==> src/rtl/spi_reg_master_if_if.sv <==
`default_nettype none
// =============================================================================
//  Module      : spi_reg_master_if_if
//  Description : Parallel register-bank bus carried between the SPI front end
//                and the Register8 bank (write strobe, read strobe, data).
//  Revision    : 1.0  initial release
// =============================================================================
interface spi_reg_master_if_if #(
    parameter int ADDR_W = 7,
    parameter int DATA_W = 8
);
    logic              stb;
    logic [ADDR_W-1:0] addr;
    logic [DATA_W-1:0] data;
    logic              rd_stb;
    logic [DATA_W-1:0] rd_data;

    modport master (
        output stb,
        output addr,
        output data,
        output rd_stb,
        input  rd_data
    );

    modport slave (
        input  stb,
        input  addr,
        input  data,
        input  rd_stb,
        output rd_data
    );
endinterface
`default_nettype wire

==> src/rtl/spi_reg_master_if.sv <==
`default_nettype none
// =============================================================================
//  Module      : spi_reg_master_if
//  Description : SPI mode-0 slave that decodes 16-bit host frames into register
//                bank writes (stb) or reads (rd_stb, byte returned on miso).
//  Revision    : 1.0  initial release
// =============================================================================
module spi_reg_master_if #(
    parameter int SYNC_STAGES = 2,
    parameter int ADDR_W      = 7,
    parameter int DATA_W      = 8
) (
    input  wire logic                 clk,
    input  wire logic                 rst_n,
    input  wire logic                 sck,
    input  wire logic                 ss_n,
    input  wire logic                 mosi,
    output logic                      miso,
    output logic                      miso_oe,
    output logic                      busy,
    spi_reg_master_if_if.master       bus
);

    localparam int HDR_W   = ADDR_W + 1;
    localparam int FRAME_W = HDR_W + DATA_W;
    localparam int CNT_W   = $clog2(FRAME_W + 1);
    localparam logic [CNT_W-1:0] HDR_LAST   = CNT_W'(HDR_W - 1);
    localparam logic [CNT_W-1:0] FRAME_LAST = CNT_W'(FRAME_W - 1);

    typedef enum logic [2:0] {
        S_IDLE    = 3'd0,
        S_HDR     = 3'd1,
        S_RD_REQ  = 3'd2,
        S_RD_LOAD = 3'd3,
        S_RD_DATA = 3'd4,
        S_WR_DATA = 3'd5,
        S_WR_STB  = 3'd6,
        S_HOLD    = 3'd7
    } state_t;

    state_t r_state;
    state_t w_state_nxt;

    logic [SYNC_STAGES-1:0] r_sck_sync;
    logic [SYNC_STAGES-1:0] r_ss_sync;
    logic [SYNC_STAGES-1:0] r_mosi_sync;
    logic                   r_sck_d;
    logic                   r_armed;
    logic [CNT_W-1:0]       r_cnt;
    logic                   r_busy;
    logic [ADDR_W-1:0]      r_hdr;
    logic [DATA_W-2:0]      r_dsh;
    logic [DATA_W-1:0]      r_tx;
    logic [ADDR_W-1:0]      r_addr;
    logic [DATA_W-1:0]      r_data;
    logic                   r_miso;

    logic              w_sck_s;
    logic              w_ss_s;
    logic              w_mosi_s;
    logic              w_rise;
    logic              w_fall;
    logic              w_sel;
    logic              w_shift_en;
    logic              w_stb;
    logic              w_rd_stb;
    logic [ADDR_W:0]   w_hdr_nxt;
    logic [DATA_W-1:0] w_dat_nxt;

    assign w_sck_s  = r_sck_sync[SYNC_STAGES-1];
    assign w_ss_s   = r_ss_sync[SYNC_STAGES-1];
    assign w_mosi_s = r_mosi_sync[SYNC_STAGES-1];
    assign w_rise   = w_sck_s & ~r_sck_d;
    assign w_fall   = ~w_sck_s & r_sck_d;

    // r_armed only sets once select has been seen high, so a frame cut by
    // reset is drained (ignored) until the host releases SS_N.
    assign w_sel = r_armed & ~w_ss_s;

    assign w_hdr_nxt = {r_hdr, w_mosi_s};
    assign w_dat_nxt = {r_dsh, w_mosi_s};

    always_comb begin
        w_shift_en = 1'b0;
        case (r_state)
            S_IDLE, S_HDR, S_WR_DATA, S_RD_DATA: w_shift_en = w_rise & w_sel;
            default:                             w_shift_en = 1'b0;
        endcase
    end

    // -------------------------------------------------------------------------
    // FSM state register
    // -------------------------------------------------------------------------
    always_ff @(posedge clk or negedge rst_n) begin
        if (!rst_n) begin
            r_state <= S_IDLE;
        end else begin
            r_state <= w_state_nxt;
        end
    end

    // -------------------------------------------------------------------------
    // FSM next state and strobe decode
    // -------------------------------------------------------------------------
    always_comb begin
        w_state_nxt = r_state;
        w_stb       = 1'b0;
        w_rd_stb    = 1'b0;

        case (r_state)
            S_WR_STB: w_stb    = 1'b1;
            S_RD_REQ: w_rd_stb = 1'b1;
            default:  ;
        endcase

        if (r_state != S_IDLE && w_ss_s) begin
            w_state_nxt = S_IDLE;
        end else begin
            case (r_state)
                S_IDLE: begin
                    if (w_sel) begin
                        w_state_nxt = S_HDR;
                    end
                end
                S_HDR: begin
                    if (w_shift_en && r_cnt == HDR_LAST) begin
                        w_state_nxt = w_hdr_nxt[ADDR_W] ? S_RD_REQ : S_WR_DATA;
                    end
                end
                S_RD_REQ:  w_state_nxt = S_RD_LOAD;
                S_RD_LOAD: w_state_nxt = S_RD_DATA;
                S_RD_DATA: begin
                    if (w_shift_en && r_cnt == FRAME_LAST) begin
                        w_state_nxt = S_HOLD;
                    end
                end
                S_WR_DATA: begin
                    if (w_shift_en && r_cnt == FRAME_LAST) begin
                        w_state_nxt = S_WR_STB;
                    end
                end
                S_WR_STB:  w_state_nxt = S_HOLD;
                S_HOLD:    w_state_nxt = S_HOLD;
                default:   w_state_nxt = S_IDLE;
            endcase
        end
    end

    // -------------------------------------------------------------------------
    // Synchronisers, shift registers and registered bus outputs
    // -------------------------------------------------------------------------
    always_ff @(posedge clk or negedge rst_n) begin
        if (!rst_n) begin
            r_sck_sync  <= '0;
            r_ss_sync   <= '0;
            r_mosi_sync <= '0;
            r_sck_d     <= 1'b0;
            r_armed     <= 1'b0;
            r_cnt       <= '0;
            r_busy      <= 1'b0;
            r_hdr       <= '0;
            r_dsh       <= '0;
            r_tx        <= '0;
            r_addr      <= '0;
            r_data      <= '0;
            r_miso      <= 1'b0;
        end else begin
            r_sck_sync  <= {r_sck_sync[SYNC_STAGES-2:0], sck};
            r_ss_sync   <= {r_ss_sync[SYNC_STAGES-2:0], ss_n};
            r_mosi_sync <= {r_mosi_sync[SYNC_STAGES-2:0], mosi};
            r_sck_d     <= w_sck_s;
            r_armed     <= r_armed | w_ss_s;

            if (w_state_nxt == S_IDLE) begin
                r_cnt  <= '0;
                r_busy <= 1'b0;
            end else if (w_shift_en) begin
                r_cnt  <= r_cnt + CNT_W'(1);
                r_busy <= 1'b1;
            end

            if (w_shift_en && (r_state == S_IDLE || r_state == S_HDR)) begin
                r_hdr <= w_hdr_nxt[ADDR_W-1:0];
            end

            // Reads publish the address with rd_stb; writes wait for the full
            // frame so an aborted write leaves addr/data untouched.
            if (w_shift_en && r_state == S_HDR && r_cnt == HDR_LAST && w_hdr_nxt[ADDR_W]) begin
                r_addr <= w_hdr_nxt[ADDR_W-1:0];
            end

            if (w_shift_en && r_state == S_WR_DATA) begin
                r_dsh <= w_dat_nxt[DATA_W-2:0];
                if (r_cnt == FRAME_LAST) begin
                    r_addr <= r_hdr;
                    r_data <= w_dat_nxt;
                end
            end

            if (r_state == S_RD_LOAD) begin
                r_tx <= bus.rd_data;
            end else if (r_state == S_RD_DATA && w_fall) begin
                r_tx <= {r_tx[DATA_W-2:0], 1'b0};
            end

            // MISO keeps the last bit through HOLD and clears when the frame ends.
            if (w_state_nxt == S_IDLE) begin
                r_miso <= 1'b0;
            end else if (r_state == S_RD_DATA && w_fall) begin
                r_miso <= r_tx[DATA_W-1];
            end
        end
    end

    assign bus.stb    = w_stb;
    assign bus.rd_stb = w_rd_stb;
    assign bus.addr   = r_addr;
    assign bus.data   = r_data;
    assign miso       = r_miso;
    assign miso_oe    = w_sel;
    assign busy       = r_busy;

endmodule
`default_nettype wire
==> src/flat_wrapper.sv <==
// flat-port wrapper written by rule: the top's interface ports become plain ports
module spi_reg_master_if_flat 
#(
    parameter int SYNC_STAGES = 2,
    parameter int ADDR_W      = 7,
    parameter int DATA_W      = 8
)
  (clk, rst_n, sck, ss_n, mosi, miso, miso_oe, busy, bus_stb, bus_addr, bus_data, bus_rd_stb, bus_rd_data);
  spi_reg_master_if_if #(.ADDR_W(ADDR_W), .DATA_W(DATA_W)) bus_i ();
  input  wire logic clk;
  input  wire logic rst_n;
  input  wire logic sck;
  input  wire logic ss_n;
  input  wire logic mosi;
  output logic miso;
  output logic miso_oe;
  output logic busy;
  output wire logic [$bits(bus_i.stb)-1:0] bus_stb;
  output wire logic [$bits(bus_i.addr)-1:0] bus_addr;
  output wire logic [$bits(bus_i.data)-1:0] bus_data;
  output wire logic [$bits(bus_i.rd_stb)-1:0] bus_rd_stb;
  input wire logic [$bits(bus_i.rd_data)-1:0] bus_rd_data;
  assign bus_stb = bus_i.stb;
  assign bus_addr = bus_i.addr;
  assign bus_data = bus_i.data;
  assign bus_rd_stb = bus_i.rd_stb;
  assign bus_i.rd_data = bus_rd_data;
  spi_reg_master_if #(.SYNC_STAGES(SYNC_STAGES), .ADDR_W(ADDR_W), .DATA_W(DATA_W)) u_core (.clk(clk), .rst_n(rst_n), .sck(sck), .ss_n(ss_n), .mosi(mosi), .miso(miso), .miso_oe(miso_oe), .busy(busy), .bus(bus_i));
endmodule
==> config.mk <==
export PLATFORM = sky130hd
export DESIGN_NAME = spi_reg_master_if_flat
export DESIGN_NICKNAME = d
export VERILOG_FILES = /design/src/rtl/spi_reg_master_if_if.sv /design/src/rtl/spi_reg_master_if.sv /design/src/flat_wrapper.sv
export SDC_FILE = /design/constraint.sdc
export NUM_CORES = 1
export LEC_CHECK = 0
export BUFFER_PORTS_ARGS = -buffer_cell sky130_fd_sc_hd__buf_4
export CAP_MARGIN = 40
export CORE_MARGIN = 2
export CORE_UTILIZATION = 40
export CTS_CLUSTER_SIZE = 8
export DETAILED_ROUTE_END_ITERATION = 6
export GPL_TIMING_DRIVEN = 0
export SLEW_MARGIN = 20
export SYNTH_ARGS = -nofsm -noshare
export SYNTH_HDL_FRONTEND = slang
export SYNTH_SLANG_ARGS = --single-unit
==> constraint.sdc <==
create_clock -name clk -period 2.5 [get_ports clk]
set_clock_uncertainty 0.2 [all_clocks]
set_input_delay 0.625 -clock clk [delete_from_list [all_inputs] [get_ports clk]]
set_output_delay 0.625 -clock clk [all_outputs]
set_load 0.02 [all_outputs]
==> summary.md, run 1 <==
| Metric | Value |
|---|---|
| Vias in the first global route | 1459 |
| Startpoint Class | flop |
| Slew headroom | a little over half |
| Hold Path Sink | u_core.r_sck_sync[1] |
| Pwr Density | about 620 mW/mm^2 |
| Fin crit period | 2.23 ns |
| Skew-Pair Late Insertion Delay | about 0.3 ns |
| Int Power | 1.34 mW |
| # IOs | 33 |
| Worst-path clk slew | 0.09 ns |
| # H-tree levels | 2 |
| Maximum number of pins on one net before global-route repair | 56 |
| Post-synth net total | 191 |
| Finished layout cell area | 0.00276 mm^2 |
| Max-slew violation count | 0 |
| Vias per inst | 4.99 |
| Total number of vias | 1433 |
| Initial Utilization | 41.7% |
| GRT Util Overall | 14.1% |
| Diode count | 0 |
| Synth cell types | 35 |
| Sw Pwr | 0.379 mW |
| First-pass GRT wire length | 6.93 mm |
| Cts repair resizes | 0 |
| R2R Setup Slk | between 0.3 and 0.4 ns |
| Top cell type's share of synthesized area | between 50% and 60% |
| Core footprint | 0.00557 mm^2 |
| Mapped Avg Cell Area | ~13 um^2 |
| DIE WIDTH | between 80 and 90 um |
| DRT Wirelength | 4.04 mm |
| CTS root buf | clkbuf_8 |
| Outcome | completed |
| GRT overflow | 0 |
| Seq/Total Area, Yosys | 59.2% |
| Arr. time, crit path | approximately 1.4 ns |
| PortBufs | 32 |
| Layout cells sized above 1 | 32.6% |
| R2R Path End | u_core.bus.addr[0] |
| Worst hold stages | 0 |
| Maximum fanout along the worst path | 8 |
| First drt pass iteration count | 4 |
| Kind of critical path | flop to primary output |
| Worst-path cell chain | nor2b_1, nor2b_1, buf_4 |
| CTS max path bufs | 2 |
| Final period util | 89.2% |
| Max-cap violation count | 0 |
| Vert. Die Dim | 80.2 um |
| Leading area contributor after synthesis | dfrtp_1 |
| Synth Register Bits | 55 |
| CTS Sinks | 55 |
| Static Leak | 1.48 nW |
| TritonCTS buffer count | 5 |
| Placed instance area | approximately 0.0027 mm^2 |
| Initial antenna violation count | 0 |
| Post-CTS setup buffers | 0 |
| Remaining antenna violation count | 0 |
| Top Family by Delay on Critical Path | flip-flops |
| Crit-path max cell delay | 0.53 ns |
| R2R cell count | 5 |
| R2r startpoint | u_core.r_cnt[0] |
| Hold crit path type | flop to flop |
| Peak supply drop | 336 uV |
| Gate power share | 8.5% |
| Gpl congestion | 0.768 |
| Switching share of total power | between 20% and 30% |
| Final hold vios | 0 |
| Final setup violation count | 0 |
| Drc violations | 0 |
| Clock Power Share | about 33% |
| Synth Instances | 176 |
| Synthesized area | 0.00232 mm^2 |
| CTS Hold Bufs | 0 |
| Critical path required time | 1.67 ns |
| Area delta synth->final | 18.6% |
| TNS Setup | 0 ns |
| Ranking of synthesized cells by area | dfrtp_1 (59%), mux2_2 (7.8%), mux2_4 (4.5%), mux2i_1 (4.3%), nor2_1 (2.7%) |
| HP Start | u_core.r_sck_sync[0] |
| Tot Pwr | between 1.5 and 2 mW |
| DIE AREA | 0.00644 mm^2 |
| Unrepaired setup endpoints after global routing | no |
| CP max stage cell | dfrtp_1 |
| Row count | 27 |
| Synthesis warning total | 0 |
| Number of nets in the layout | 230 |
| TritonCTS clock tree | yes |
| Buf/Inv on CP | 1 |
| DP HPWL | 2.72 mm |
| Reg power frac | 58.8% |
| Fmax | around 450 MHz |
| Initial DRC Count | slightly above 90 |
| Worst-Margin Slew | 0.680 ns |
| CP most frequent cell | nor2b_1 |
| CP Capture Type | primary output |
| WL/cell | ~14 um |
## cells in the mapped netlist
master	n
buf_2	2
xor2_1	2
nand2b_1	1
mux2_2	16
inv_1	3
mux2_4	7
nor2_1	17
and3b_1	1
o21ai_0	3
a21o_1	6
xnor2_1	1
mux2i_1	10
nand2_2	1
nand2_1	3
nand2b_2	1
a311oi_1	1
nor3b_1	1
buf_6	2
nor2b_1	4
a22o_1	7
dfrtp_1	55
and2_1	3
nor4b_4	1
a21oi_1	9
nor4bb_1	2
nor3_1	1
ha_1	2
or2_2	1
and3_1	4
nand3_1	2
nand4_1	1
nand4_2	1
clkbuf_1	3
a311o_1	1
o22ai_1	1
## power by group through the flow
stage	clock network, mW	logic (mW)	registers (mW)
after detailed placement	0	0.147	1.03
after global placement	0	0.144	1.03
after CTS	0.580	0.148	1.01
after floorplan	0	0.104	1.01
after global routing	0.627	0.160	1.02
final	0.562	0.145	1.01
## worst reg2reg max path, cell delays in order, from the launching register on
cell      delay [ns]
dfrtp_1         0.38
ha_1            0.19
nor4bb_1        0.52
nand4_2         0.43
mux2i_1         0.27
a21oi_1         0.09
## worst max-delay path by stage
stage / from / to / slack, ns / depth (start not counted)
global route: u_core.r_state[1] / bus_rd_stb / 0.17 / 3
global placement: u_core.r_cnt[0] / u_core.bus.addr[0] / 0.31 / 5
detailed placement: u_core.r_cnt[0] / u_core.bus.addr[0] / 0.29 / 5
floorplan: u_core.r_cnt[0] / u_core.bus.data[0] / 0.55 / 6
finish: u_core.r_state[1] / bus_rd_stb / 0.27 / 3
CTS: u_core.r_state[1] / bus_rd_stb / 0.26 / 3
## final cells by class
class                   count  area (um^2)
plain buffers               7         43.8
clock buffers               6         72.6
clock inverters             1         30.0
fillers                   510         2820
inverters                   3         11.3
multi-input cells         111          893
flip-flops and latches     55         1380
well taps                  72         90.1
repair buffers             32          240
## flip-flops by register name, summed over array words and instances, names as in the netlist
| name | flops |
|---|---|
| u_core.r_tx | 8 |
| u_core.r_ss_sync | 2 |
| u_core.r_mosi_sync | 2 |
| u_core.r_sck_sync | 2 |
| u_core.r_sck_d | 1 |
| u_core.bus.addr | 7 |
| u_core.busy | 1 |
| u_core.miso | 1 |
| u_core.r_armed | 1 |
| u_core.r_state | 3 |
| u_core.r_dsh | 7 |
| u_core.r_cnt | 5 |
| u_core.bus.data | 8 |
| u_core.r_hdr | 7 |
## per-stage QoR
step / std cells / worst slack [ns] / utilization, % / hold slack, ns
floorplan: 176 / 0.548 / - / 0.129
global placement: 280 / 0.310 / 47.6 / 0.132
detailed placement: 280 / 0.292 / 47.6 / 0.137
CTS: 287 / 0.258 / 49.5 / 0.156
global route: 287 / 0.169 / 49.5 / 0.177
finish: 287 / 0.269 / 49.5 / 0.154
## layer usage
metal	vias to the layer above	share of wire (%)	GRT usage, %	wire length (um)
li1	702	-	-	-
met4	0	0.99	4.58	40
met3	4	6.2	4.72	250
met5	-	0	0	0
met1	698	47	19.3	1910
met2	29	46	21.0	1840
## cell usage in the layout, fill, tap and decap left out, drive strengths merged, types with 2 or more instances in the layout
cell and count:
clkbuf 9, nand2b 2, nor2 17, nand2 4, a21oi 9, buf 36, a22o 7, and3 4
inv 3, and2 3, nand4 2, ha 2, nor4bb 2, o21ai 3, nand3 2, xor2 2
mux2i 10, nor2b 4, mux2 23, a21o 6, dfrtp 55
## logic make-up (layout without fill, tap and decap cells)
| group | Yosys count | after routing | share of synthesized area, % |
|---|---|---|---|
| mux | 33 | 33 | 16.6 |
| xor+xnor | 3 | 3 | 1.13 |
| compound gates | 28 | 28 | 8.23 |
| flops | 55 | 55 | 59.2 |
| buf+inv | 10 | 49 | 2.37 |
| simple gates | 45 | 45 | 11.4 |
| fa+ha+maj | 2 | 2 | 1.08 |
No activity file was read; power rests on OpenSTA's default activity.
==> inputs of run 2 (changes only) <==
Settings changed: CELL_PAD_IN_SITES_DETAIL_PLACEMENT set to 0, CELL_PAD_IN_SITES_GLOBAL_PLACEMENT set to 1, PLACE_DENSITY_LB_ADDON set to 0.1.
==> run 2 against run 1 <==
Fmax down 2.2%. Sequential power about the same. Total power down 2.7%. Critical path depth unchanged. Non-clock buffer count unchanged. Highest routed layer unchanged. Final cell count up 0.35%. Sequential share of layout area about the same. Routed wire length up 3.6%. Clock power down 8.0%. Worst setup slack worse by 0.049 ns. Register-to-register slack better by 0.04 ns. Global-route usage up 0.43 points.
==> summary.md, run 2 (synthesis gave the netlist of run 1 again) <==
| Metric | Value |
|---|---|
| Outcome | completed |
| Core footprint | 0.00557 mm^2 (unchanged) |
| Most common cell after layout, fill and taps aside | dfrtp_1 |
| Fin crit period | 2.28 ns (+0.0492 ns) |
| DP HPWL | 2.91 mm (+7.1%) |
| TNS Setup | 0 ns (unchanged) |
| Startpoint Class | flop |
| Fmax | 439 MHz (-2.2%) |
| Skew-Pair Late Insertion Delay | 0.32 ns (+0.02 ns) |
| Multi-input gate area | 900 um^2 (+0.70%) |
| # IOs | 33 (unchanged) |
| PortBufs | 32 (unchanged) |
| Worst-path clk slew | 0.10 ns (about the same) |
| Vias per inst | 5.04 (+0.90%) |
| GRT Util Overall | 14.5% (+0.43 points) |
| First drt pass iteration count | 4 (unchanged) |
| CTS Sinks | 55 (unchanged) |
| CTS root buf | clkbuf_8 |
| WL/cell | 14.5 um (+3.3%) |
| Max-cap violation count | 0 (unchanged) |
| Max-slew violation count | 0 (unchanged) |
| GRT overflow | 0 (unchanged) |
| Area delta synth->final | 18.6% (about the same) |
| Initial antenna violation count | 0 (unchanged) |
| Critical path required time | 1.67 ns (about the same) |
| Final Non-Filler Cells | 288 (+0.35%) |
| Slew headroom | 53.9% (-0.71 points) |
| DRT Wirelength | 4.19 mm (+3.6%) |
| DIE AREA | 0.00644 mm^2 (unchanged) |
| Vias in the first global route | 1470 (+0.75%) |
| Initial Utilization | 41.7% (unchanged) |
| Final hold vios | 0 (unchanged) |
| Total number of vias | 1451 (+1.3%) |
| Final period util | 91.2% (+2.0 points) |
| Diode count | 0 (unchanged) |
| Vert. Die Dim | 80.2 um (unchanged) |
| # fillers | 502 (-1.6%) |
| CTS max path bufs | 2 (unchanged) |
| Unrepaired setup endpoints after global routing | no |
| DIE WIDTH | 80.2 um (unchanged) |
| # H-tree levels | 2 (unchanged) |
| Worst-Margin Slew | 0.691 ns (+0.0107 ns) |
| Number of nets in the layout | 230 (unchanged) |
| Maximum fanout along the worst path | 8 (unchanged) |
| Row count | 27 (unchanged) |
| Final setup violation count | 0 (unchanged) |
| Most frequent cells in the layout | dfrtp_1 (55), buf_4 (32), nor2_1 (17), mux2_2 (16), mux2i_1 (10) |
| First-pass GRT wire length | 7.11 mm (+2.7%) |
| Tot Pwr | 1.67 mW (-2.7%) |
| Drc violations | 0 (unchanged) |
| Gpl congestion | 0.720 (-6.3%) |
| CTS Hold Bufs | 0 (unchanged) |
| Sequential Area | 0.00138 mm^2 (unchanged) |
| Maximum number of pins on one net before global-route repair | 56 (unchanged) |
| Layout cells sized above 1 | 33.8% (+1.2 points) |
| Placed Cells incl. Taps | 280 (unchanged) |
| Initial DRC Count | 64 (-30%) |
| Arr. time, crit path | 1.46 ns (+0.05 ns) |
| Peak supply drop | 285 uV (-15%) |
| CP Capture Type | primary output |
| TritonCTS buffer count | 5 (unchanged) |
| Final WS setup | 0.220 ns (-0.0492 ns) |
| Remaining antenna violation count | 0 (unchanged) |
| Kind of critical path | flop to primary output |
| Hold crit path type | primary input to async pin |
| Pre-CTS setup slack | 0.186 ns (-0.106 ns) |
| TritonCTS clock tree | yes |
| Pwr Density | 605 mW/mm^2 (-2.6%) |
| Static Leak | 1.48 nW (-0.13%) |
[run 2: cell count changes in the layout (fill, tap and decap cells not counted)]
| cell | previous run | this run |
|---|---|---|
| clkinv_4 | 0 | 1 |
| clkbuf_1 | 4 | 3 |
| nor4bb_1 | 2 | 1 |
| nor4bb_2 | 0 | 1 |
| bufinv_16 | 1 | 0 |
| inv_6 | 0 | 2 |
[run 2: worst paths after layout]
path	from	end	slack, ns	cells past startpoint
hold / removal	rst_n	u_core.r_cnt[2]	0.14	1
min in group clk	u_core.r_sck_sync[0]	u_core.r_sck_sync[1]	0.16	0
setup reg to reg	u_core.r_cnt[0]	u_core.bus.data[5]	0.35	6
max in group asynchronous	rst_n	u_core.r_hdr[5]	1.50	1
setup / recovery	u_core.r_state[1]	bus_rd_stb	0.22	3
hold reg to reg	u_core.r_sck_sync[0]	u_core.r_sck_sync[1]	0.16	0
[run 2: cell type report]
type / count / area share, %
buffer: 7 / 1.59
clock buffer: 5 / 2.50
clock inverter: 3 / 0.953
inverter: 3 / 0.409
multi-input combinational: 111 / 32.6
sequential: 55 / 49.9
tap: 72 / 3.27
timing repair buffer: 32 / 8.72
[run 2: through the flow]
stage | hold WS (ns) | instance area, um^2 | util [%]
after floorplan | 0.129 | 2320 | -
after global placement | 0.134 | 2660 | 47.6
after detailed placement | 0.135 | 2660 | 47.6
after CTS | 0.160 | 2750 | 49.3
final | 0.136 | 2760 | 49.5
after global routing | 0.170 | 2760 | 49.5
[run 2: repair_timing]
item                                   in CTS  in global routing
setup endpoints to repair                   0                  7
resized for setup                           0                  1
endpoints found under the hold margin       0                  0
setup buffers                               0                  0
[run 2: metal layers]
| metal | global-route usage [%] | vias to the layer above | share of wire, % |
|---|---|---|---|
| met5 | 0 | - | 0 |
| met1 | 19.6 | 722 | 46 |
| met2 | 22.9 | 22 | 49 |
| met4 | 4.07 | 0 | 1.2 |
| met3 | 3.93 | 7 | 3.7 |
| li1 | - | 700 | - |
[run 2: where the power goes]
part / switching (mW) / internal, mW
clock network: 0.310 / 0.207
logic: 0.0497 / 0.0956
registers: 0.0602 / 0.946
[run 2: critical path, cell delays in order (launching register included)]
cell	delay [ns]
dfrtp_1	0.54
nor2b_1	0.26
nor2b_1	0.19
buf_4	0.16
==> inputs of run 3 (changes only) <==
Settings changed: CORE_UTILIZATION 40 to 45, SLEW_MARGIN 20 to unset.
==> run 3 against run 2 <==
Final cell count is 0.69% lower. Routed wire length is 1.7% lower. Flip-flop and latch count stayed put. Clock-buffer cell count is 1 higher. Hold slack better by 0.0073 ns.
==> summary.md, run 3 (synthesis gave the netlist of run 1 again) <==
| Metric | Value |
|---|---|
| Outcome | completed |
| Most frequent cells in the layout | dfrtp_1 (55), buf_4 (32), nor2_1 (17), mux2_2 (16), mux2i_1 (10) |
| Gate power share | 8.1% (-0.6 points) |
| Placed instance area | 0.00265 mm^2 (about the same) |
| Maximum fanout along the worst path | 8 (unchanged) |
| R2R Path End | u_core.bus.addr[6] |
| Max-slew violation count | 0 (unchanged) |
| Vert. Die Dim | 75.9 um (-5.4%) |
| Skew-Pair Late Insertion Delay | 0.30 ns (-0.02 ns) |
| Hold crit path type | primary input to async pin |
| CTS max path bufs | 2 (unchanged) |
| Gpl congestion | 0.786 (+9.1%) |
| PortBufs | 32 (unchanged) |
| Kind of critical path | flop to primary output |
| Vias in the first global route | 1420 (-3.4%) |
| CTS Sinks | 55 (unchanged) |
| Post-CTS setup buffers | 0 (unchanged) |
| Initial Utilization | 46.1% (+4.4 points) |
| R2r startpoint | u_core.r_cnt[1] |
| Number of nets in the layout | 230 (unchanged) |
| Drc violations | 0 (unchanged) |
| Cts repair resizes | 0 (unchanged) |
| # H-tree levels | 2 (unchanged) |
| Worst-path clk slew | 0.09 ns (about the same) |
| DIE WIDTH | 75.9 um (-5.4%) |
| DP HPWL | 2.86 mm (-2.0%) |
| Final setup violation count | 0 (unchanged) |
| Initial DRC Count | 54 (-16%) |
| Startpoint Class | flop |
| Row count | 26 (-3.7%) |
| Pwr Density | 656 mW/mm^2 (+8.3%) |
| Finished layout cell area | 0.00279 mm^2 (+1.3%) |
| First drt pass iteration count | 4 (unchanged) |
| R2R Setup Slk | 0.36 ns (about the same) |
| First-pass GRT wire length | 6.77 mm (-4.9%) |
| TritonCTS buffer count | 5 (unchanged) |
| Switching share of total power | 21.2% (-4.0 points) |
| GRT overflow | 0 (unchanged) |
| Diode count | 0 (unchanged) |
| Area delta synth->final | 20.1% |
| Final hold vios | 0 (unchanged) |
| Reg power frac | 55.1% (-5.2 points) |
| Fin crit period | 2.20 ns (-0.0785 ns) |
| Peak supply drop | 469 uV (+64%) |
| CP Capture Type | primary output |
| CTS root buf | clkbuf_8 |
| Final period util | 88.1% (-3.1 points) |
| TritonCTS clock tree | yes |
| Remaining antenna violation count | 0 (unchanged) |
| Total number of vias | 1425 (-1.8%) |
| Static Leak | 1.49 nW (+1.1%) |
| Vias per inst | 4.98 (-1.1%) |
| Critical path required time | 1.67 ns (about the same) |
| CTS Hold Bufs | 0 (unchanged) |
| Clock Power Share | 36.8% (+5.8 points) |
| Tot Pwr | 1.83 mW (+9.7%) |
| Layout cells sized above 1 | 33.3% (-0.46 points) |
| Arr. time, crit path | 1.38 ns (-0.08 ns) |
| GRT Util Overall | 15.9% (+1.4 points) |
| Maximum number of pins on one net before global-route repair | 56 (unchanged) |
| Most common cell after layout, fill and taps aside | dfrtp_1 |
| Initial antenna violation count | 0 (unchanged) |
| Sw Pwr | 0.388 mW (-7.6%) |
| Slew headroom | 54.3% (+0.38 points) |
| Fmax | 454 MHz (+3.6%) |
| Max-cap violation count | 0 (unchanged) |
| WL/cell | 14.4 um (-1.0%) |
| Core footprint | 0.00504 mm^2 (-9.5%) |
| DIE AREA | 0.00576 mm^2 (-11%) |
| R2R cell count | 5 (-1) |
| Unrepaired setup endpoints after global routing | no |
| DRT Wirelength | 4.12 mm (-1.7%) |
| # IOs | 33 (unchanged) |
| TNS Setup | 0 ns (unchanged) |
| Worst-Margin Slew | 0.685 ns (-0.00576 ns) |
| Int Power | 1.44 mW (+16%) |
run 3: cell types whose count changed in the layout (fill, tap and decap cells not counted), sizes merged:
cell | previous run | this run
clkinv | 1 | 0
bufinv | 0 | 2
clkbuf | 8 | 9
inv | 5 | 3
run 3: cell type report:
class                      count  area [um^2]
tap                           70         87.6
timing repair buffer          32          240
clock buffer                   6         72.6
sequential                    55         1380
inverter                       3         11.3
buffer                         7         43.8
fill                         443         2250
clock inverter                 2         60.1
multi-input combinational    111          900
run 3: per-layer routing:
layer,global-route usage (%),wire [um]
met5,0,0
met4,6.04,47
met3,3.57,116
met2,24.6,2040
met1,21.9,1920
run 3: worst max path at each step:
stage | from | endpoint | slack [ns] | cells after the start
floorplan | u_core.r_cnt[0] | u_core.bus.data[0] | 0.55 | 6
CTS | u_core.r_cnt[1] | u_core.bus.addr[6] | 0.15 | 5
detailed placement | u_core.r_cnt[0] | u_core.bus.addr[6] | 0.17 | 5
finish | u_core.r_state[1] | bus_rd_stb | 0.30 | 3
global placement | u_core.r_cnt[0] | u_core.bus.addr[5] | 0.23 | 5
global route | u_core.r_cnt[1] | u_core.bus.addr[6] | 0.16 | 5
run 3: through the flow:
stage | utilization [%] | setup WS [ns] | instances | hold slack (ns)
floorplan | - | 0.548 | 176 | 0.129
global placement | 52.6 | 0.232 | 278 | 0.135
detailed placement | 52.6 | 0.174 | 278 | 0.136
CTS | 55.2 | 0.151 | 286 | 0.158
global route | 55.4 | 0.163 | 286 | 0.176
finish | 55.4 | 0.298 | 286 | 0.143
run 3: power by group through the flow:
stage,Sequential [mW],Clock [mW],Combinational [mW]
after detailed placement,1.03,0,0.150
after global routing,1.02,0.731,0.162
after global placement,1.02,0,0.145
final,1.01,0.674,0.148
after CTS,1.01,0.697,0.151
after floorplan,1.01,0,0.104
run 3: critical path: stages, from the launching register on:
cell     delay, ns
dfrtp_1       0.51
nor2b_1       0.27
nor2b_1       0.16
buf_4         0.15
